==> config.mk <==
export PLATFORM = sky130hd
export DESIGN_NAME = uart_rx
export DESIGN_NICKNAME = d
export VERILOG_FILES = /design/src/rtl/uart_rx.sv
export SDC_FILE = /design/constraint.sdc
export NUM_CORES = 1
export LEC_CHECK = 0
export ABC_AREA = 1
export CAP_MARGIN = 20
export CELL_PAD_IN_SITES_DETAIL_PLACEMENT = 1
export CELL_PAD_IN_SITES_GLOBAL_PLACEMENT = 1
export CORE_ASPECT_RATIO = 0.7
export CORE_MARGIN = 2
export CORE_UTILIZATION = 39
export DETAILED_ROUTE_END_ITERATION = 10
export PLACE_DENSITY_LB_ADDON = 0.1
export SLEW_MARGIN = 40
export SYNTH_ARGS = -nofsm -noshare
export SYNTH_HDL_FRONTEND = slang
export SYNTH_SLANG_ARGS = --single-unit
export TNS_END_PERCENT = 10
==> constraint.sdc <==
create_clock -name clk -period 1.9 [get_ports clk]
set_clock_uncertainty 0.05 [all_clocks]
set_input_delay 0.19 -clock clk [delete_from_list [all_inputs] [get_ports clk]]
set_output_delay 0.19 -clock clk [all_outputs]
set_load 0.05 [all_outputs]
==> src/rtl/uart_rx.sv <==
// uart_rx: 8N1 UART receiver with framing and overrun detection.
// Define UART_RX_FIFO_EN to buffer received bytes in a FIFO_DEPTH-entry FIFO.
module uart_rx #(
    parameter int CLKS_PER_BIT = 434,
    parameter int FIFO_DEPTH   = 4
) (
    input  logic       clk,
    input  logic       rst,
    input  logic       RX,
    input  logic       clr_rx_rdy,
    output logic       rx_rdy,
    output logic [7:0] rx_data,
    output logic       frm_err,
    output logic       ovr_err
);

    localparam int CW = $clog2(CLKS_PER_BIT);
    localparam int H  = CLKS_PER_BIT / 2;

    // Counter runs down to zero, so loads are one less than the interval.
    localparam logic [CW-1:0] LD_BIT  = CW'(CLKS_PER_BIT - 1);
    localparam logic [CW-1:0] LD_HALF = CW'(H - 1);

    if (CLKS_PER_BIT < 4) begin : g_bad_cpb
        $error("uart_rx: CLKS_PER_BIT must be >= 4");
    end

    if (FIFO_DEPTH < 2 || (FIFO_DEPTH & (FIFO_DEPTH - 1)) != 0) begin : g_bad_depth
        $error("uart_rx: FIFO_DEPTH must be a power of 2 >= 2");
    end

    typedef enum logic [2:0] {
        S_IDLE,
        S_START,
        S_DATA,
        S_STOP,
        S_BRK
    } state_t;

    state_t          r_state;
    logic [CW-1:0]   r_cnt;
    logic [2:0]      r_bit;
    logic [7:0]      r_shift;
    logic            r_frm_err;
    logic            r_ovr_err;
    logic            r_rx_meta;
    logic            r_rx_s;
    logic            w_tick;
    logic            w_accept;

    // Two-flop synchroniser; resets to the idle (high) line level.
    always_ff @(posedge clk or posedge rst) begin
        if (rst) begin
            r_rx_meta <= 1'b1;
            r_rx_s    <= 1'b1;
        end else begin
            r_rx_meta <= RX;
            r_rx_s    <= r_rx_meta;
        end
    end

    assign w_tick   = (r_cnt == '0);
    assign w_accept = (r_state == S_STOP) && w_tick && r_rx_s;

    // Receive FSM: start detect, mid-bit sampling, stop check, break wait.
    always_ff @(posedge clk or posedge rst) begin
        if (rst) begin
            r_state   <= S_IDLE;
            r_cnt     <= '0;
            r_bit     <= '0;
            r_shift   <= '0;
            r_frm_err <= 1'b0;
        end else begin
            r_frm_err <= 1'b0;
            if (r_cnt != '0) r_cnt <= r_cnt - CW'(1);
            case (r_state)
                S_IDLE: begin
                    if (!r_rx_s) begin
                        r_cnt   <= LD_HALF;
                        r_state <= S_START;
                    end
                end
                S_START: begin
                    if (w_tick) begin
                        if (r_rx_s) begin
                            r_state <= S_IDLE;
                        end else begin
                            r_cnt   <= LD_BIT;
                            r_bit   <= '0;
                            r_state <= S_DATA;
                        end
                    end
                end
                S_DATA: begin
                    if (w_tick) begin
                        r_shift <= {r_rx_s, r_shift[7:1]};
                        r_bit   <= r_bit + 3'd1;
                        r_cnt   <= LD_BIT;
                        if (r_bit == 3'd7) r_state <= S_STOP;
                    end
                end
                S_STOP: begin
                    if (w_tick) begin
                        if (r_rx_s) begin
                            r_state <= S_IDLE;
                        end else begin
                            r_frm_err <= 1'b1;
                            r_state   <= S_BRK;
                        end
                    end
                end
                S_BRK: begin
                    if (r_rx_s) r_state <= S_IDLE;
                end
                default: r_state <= S_IDLE;
            endcase
        end
    end

    assign frm_err = r_frm_err;
    assign ovr_err = r_ovr_err;

`ifdef UART_RX_FIFO_EN

    localparam int AW = $clog2(FIFO_DEPTH);

    logic [7:0]    r_mem [FIFO_DEPTH];
    logic [AW-1:0] r_wr_ptr;
    logic [AW-1:0] r_rd_ptr;
    logic [AW:0]   r_count;
    logic          w_full;
    logic          w_empty;
    logic          w_pop;
    logic          w_push;

    assign w_full  = (r_count == (AW+1)'(FIFO_DEPTH));
    assign w_empty = (r_count == '0);
    assign w_pop   = clr_rx_rdy && !w_empty;
    // A pop in the same cycle frees a slot, so a full FIFO still takes the byte.
    assign w_push  = w_accept && (!w_full || w_pop);

    // FIFO storage, pointers and occupancy; drop and flag when full.
    always_ff @(posedge clk or posedge rst) begin
        if (rst) begin
            r_wr_ptr  <= '0;
            r_rd_ptr  <= '0;
            r_count   <= '0;
            r_ovr_err <= 1'b0;
            for (int i = 0; i < FIFO_DEPTH; i++) r_mem[i] <= 8'h00;
        end else begin
            r_ovr_err <= w_accept && w_full && !w_pop;
            if (w_push) begin
                r_mem[r_wr_ptr] <= r_shift;
                r_wr_ptr        <= r_wr_ptr + AW'(1);
            end
            if (w_pop) r_rd_ptr <= r_rd_ptr + AW'(1);
            case ({w_push, w_pop})
                2'b10:   r_count <= r_count + (AW+1)'(1);
                2'b01:   r_count <= r_count - (AW+1)'(1);
                default: r_count <= r_count;
            endcase
        end
    end

    assign rx_rdy  = !w_empty;
    assign rx_data = r_mem[r_rd_ptr];

`else

    logic       r_rdy;
    logic [7:0] r_data;

    // Holding register: newest byte always wins, overwrite of an unread byte flags.
    always_ff @(posedge clk or posedge rst) begin
        if (rst) begin
            r_rdy     <= 1'b0;
            r_data    <= 8'h00;
            r_ovr_err <= 1'b0;
        end else begin
            r_ovr_err <= w_accept && r_rdy && !clr_rx_rdy;
            if (w_accept) begin
                r_data <= r_shift;
                r_rdy  <= 1'b1;
            end else if (clr_rx_rdy) begin
                r_rdy <= 1'b0;
            end
        end
    end

    assign rx_rdy  = r_rdy;
    assign rx_data = r_data;

`endif

endmodule

==> results.md <==
Worst setup path:
- STA puts the critical path data required time at roughly 2 ns.
- The startpoint type of the worst setup path is a flop.
- In this run the worst path has a maximum fanout of 6.
- STA classifies the critical path endpoint as a flop.
- The data arrival time at the worst-slack endpoint is approximately 1.8 ns.
- The worst register-to-register path ends at r_cnt[0].
- The worst setup path is of the flop to flop kind.
- The setup slack on the worst flop-to-flop path is 0.18 ns.
- The reg-to-reg critical path startpoint is r_cnt[0].
- Counting cells, the worst reg-to-reg path comes to 10.

Power:
- The combinational cell fraction of total power is 1.8%.
- The standby leakage power is ~0.0010 uW.
- The internal power consumption is about 1200 uW.
- The switching power share of the total is 20.0%.
- Registers are responsible for ~53% of the overall power.
- Summed over all nets, the switching power comes to 291 uW.
- For this design the ratio of total power to cell area is ~700 nW/um^2.
- The power after layout is 1460 uW.
- IR analysis of the VDD net gives a maximum drop of ~0.37 mV.
- The clock network fraction of total power is approximately 45%.

GRT:
- The maximum number of pins on one net before global-route repair is 37.
- The first-pass GRT wire length is 6.66 mm.
- The number of antenna violations at the first check in global routing is 0.
- The via count of the first global-routing pass was 1429.
- The total overflow left after global routing is 0.
- The total global routing track utilization is between 10% and 20%.

Routing:
- The number of violations reported at the end of detailed-routing iteration 0 is 50.
- The number of nets with antenna violations after detailed routing is 0.
- The total DRC errors in the routed layout is 0.
- Detailed routing inserted a total of roughly 1400 vias.
- The total detailed-routing wirelength is 3.91 mm.
- The average vias per placed instance is 4.89.
- The first detailed-routing pass took 4 iterations.
- After detailed routing, the average wire length per cell comes to roughly 14 um.

Placement:
- After legalization and detailed placement, the total HPWL measured 2.90 mm.
- During placement, the flow inserted port buffers numbering 14.
- The global placer's final weighted congestion is between 0.8 and 0.9.
- The placement-stage worst setup slack is about 0.095 ns.

Timing:
- The count of endpoints failing setup in the final report is 0.
- The max-slew violation count is 0.
- The final critical path takes up roughly 90% of the cycle.
- The slew at the pin closest to its max-slew limit is around 0.5 ns.
- After layout, the worst setup slack is ~0.18 ns.
- Based on the critical path, the design can be clocked at up to around 580 MHz.
- Setup repair after global routing left no endpoint under its margin.
- The worst slew margin relative to its limit is between 60% and 70%.
- After routing, the total negative slack on setup checks comes to 0 ns.
- The final period demand of the worst path is approximately 1.7 ns.
- The smallest hold slack is ~0.26 ns.
- The final-report hold violation count is 0.

Clock tree:
- Clock latency on the worst-skew pair, taken at its later pin, is approximately 0.29 ns.
- The number of buffers added to fix hold violations after cts is 0.
- The CTS buffer count is 5.
- Counting along the longest clock path gives a buffer depth of 2.
- The master cell of the clock root buffer is sky130_fd_sc_hd__clkbuf_8.
- The clock tree from TritonCTS is done.
- The clock transition at the register clock pins on the worst setup and hold paths after CTS is ~0.070 ns.
- The H-tree was split into 2 levels.
- The total number of clock tree sinks is 36.

Floorplan:
- 15 I/O pins were placed.
- The core outline area is around 4300 sq um.
- The floorplan die area is 5040 sq um.
- After floorplanning, the core was divided into 20 placement rows.
- The starting utilization of the core area is roughly two fifths.
- The horizontal die dimension is 84.0 um.
- The die is approximately 60 um tall.

Logic synthesis:
- The synthesized design contains 36 register bits.
- The total standard cell area after synthesis is roughly 1700 sq um.
- The top-area cell type share of the netlist area is a little under 50%.
- The share of synthesized registers carrying an async set or reset is 100%.
- The net count of the mapped netlist is approximately 210.
- Counting flops with a built-in enable in the synthesized netlist gives 0.
- The commonest cells after synthesis are 50 x sky130_fd_sc_hd__nand2_1, 34 x sky130_fd_sc_hd__dfrtp_1, 27 x sky130_fd_sc_hd__inv_1.
- The number of unique standard cell types used by synthesis is 25.
- The most used flip-flop cell after synthesis is sky130_fd_sc_hd__dfrtp_1.
- The share of synthesized area occupied by flip-flops and latches is roughly 52%.
- The cell count after synthesis came out at 200.
- The largest total area in the synthesized netlist belongs to sky130_fd_sc_hd__dfrtp_1.
- The number of warning messages in the yosys log is 0.
- Each instance of the synthesized netlist takes up on average a little under 9 sq um.
- Sorting the synthesized cells by area gives the leading types as sky130_fd_sc_hd__dfrtp_1 49%, sky130_fd_sc_hd__nand2_1 11%, sky130_fd_sc_hd__inv_1 5.8%.
- The most used standard cell by instance count after synthesis is sky130_fd_sc_hd__nand2_1.

Layout:
- The number of nets in the final layout is ~230.
- The fraction of final layout cells sized beyond drive strength 1 is 15.6%.
- The area of the multi-input gates is ~700 sq um.
- The area added between synthesis and finish is 19.1%.
- The number of inserted diodes is 0.
- The number of inserted filler cells in the final layout is just over 500.
- Summing all flip-flop and latch instances after layout gives ~900 sq um.

Flow run:
- Max-cap violations in this run came to 0.

Min path:
- The path category of the worst min-delay check is primary input to asynchronous set/reset pin.

Outcome:
- The run finished with clean final reports.
==> cell usage in the layout, fill, tap and decap left out, types with 3 or more instances in the layout <==
cell type                         synthesis  layout
sky130_fd_sc_hd__nand2_1                 50      50
sky130_fd_sc_hd__dfrtp_1                 34      34
sky130_fd_sc_hd__inv_1                   27      26
sky130_fd_sc_hd__nand3_1                 19      19
sky130_fd_sc_hd__nor2_1                  14      14
sky130_fd_sc_hd__clkdlybuf4s50_1          0      14
sky130_fd_sc_hd__o21ai_1                  9       9
sky130_fd_sc_hd__o21ai_2                  8       8
sky130_fd_sc_hd__o21ai_0                  6       6
sky130_fd_sc_hd__nand4_1                  5       5
sky130_fd_sc_hd__ha_1                     5       5
sky130_fd_sc_hd__clkbuf_8                 0       5
sky130_fd_sc_hd__buf_4                    0       5
sky130_fd_sc_hd__inv_2                    2       3
==> registers in the layout, indices dropped and copies added, names as in the netlist, 3 cells and up <==
name,count
r_shift,8
r_state,3
r_bit,3
rx_data,8
r_cnt,9
==> worst max-delay path, stage by stage (launching register included) <==
cell and delay (ns):
sky130_fd_sc_hd__dfrtp_1 0.40, sky130_fd_sc_hd__inv_2 0.10, sky130_fd_sc_hd__ha_1 0.15, sky130_fd_sc_hd__nand2_1 0.06
sky130_fd_sc_hd__nor2_2 0.13, sky130_fd_sc_hd__nand2_4 0.10, sky130_fd_sc_hd__ha_1 0.30, sky130_fd_sc_hd__nor2_1 0.10
sky130_fd_sc_hd__nand2_1 0.06, sky130_fd_sc_hd__nand3_1 0.06, sky130_fd_sc_hd__o211ai_1 0.08
==> final cells by class <==
class	count	area share [%]
clock buffers	6	3.49
clock inverters	2	1.68
inverters	31	5.90
multi-input cells	130	33.6
flip-flops and latches	36	43.4
well taps	55	3.31
repair buffers	19	8.54
==> power groups by stage <==
stage	combinational [uW]	clock [uW]	sequential (uW)
final	26.7	658	773
after global placement	27.6	0	787
after CTS	28.2	679	772
after floorplan	13.6	0	787
after global routing	31.0	710	773
after detailed placement	28.0	0	787
==> metal layers <==
| layer | track usage [%] | part of all wire, % | wire length (um) | vias up |
|---|---|---|---|---|
| li1 | - | - | - | 684 |
| met1 | 22.8 | 49 | 1930 | 657 |
| met2 | 28.6 | 47 | 1820 | 18 |
| met3 | 4.14 | 3.2 | 126 | 5 |
| met4 | 5.99 | 0.84 | 33 | 0 |
| met5 | 0 | 0 | 0 | - |
==> timing repair <==
action	CTS	global route
endpoints found under the setup margin	0	7
resized for setup	0	1
setup buffers	0	3
hold endpoints to repair	0	0
==> cells by family (layout without fill, tap and decap cells) <==
kind of cell,count (synthesis),in the layout,share of synthesized area [%]
and+or+nand+nor,98,98,26.4
buffers and inverters,34,58,8.24
xor gates and xnor gates,2,2,1.00
adders and majority gates,5,5,3.58
DFF,36,36,51.7
AOI/OAI and AO/OA,25,25,9.03
==> through the flow <==
| stage | util, % | cells | area, sq um |
|---|---|---|---|
| 2_1_floorplan | - | 200 | 1750 |
| 3_3_place_gp | 45.0 | 268 | 1950 |
| 3_5_place_dp | 45.0 | 268 | 1950 |
| 4_1_cts | 47.5 | 276 | 2060 |
| 5_1_grt | 48.0 | 279 | 2080 |
| 6_report | 48.0 | 279 | 2080 |
==> worst max path at each step <==
stage	startpoint	slack, ns	cells past startpoint	to
after floorplan	r_cnt[0]	0.08	11	r_cnt[0]
after global placement	r_cnt[0]	0.17	10	r_cnt[0]
after detailed placement	r_cnt[0]	0.1	10	r_cnt[0]
after CTS	r_cnt[0]	0.08	10	r_cnt[0]
after global routing	r_cnt[0]	0.007	10	r_cnt[0]
final	r_cnt[0]	0.18	10	r_cnt[0]
(Power assumes the default switching activity.)
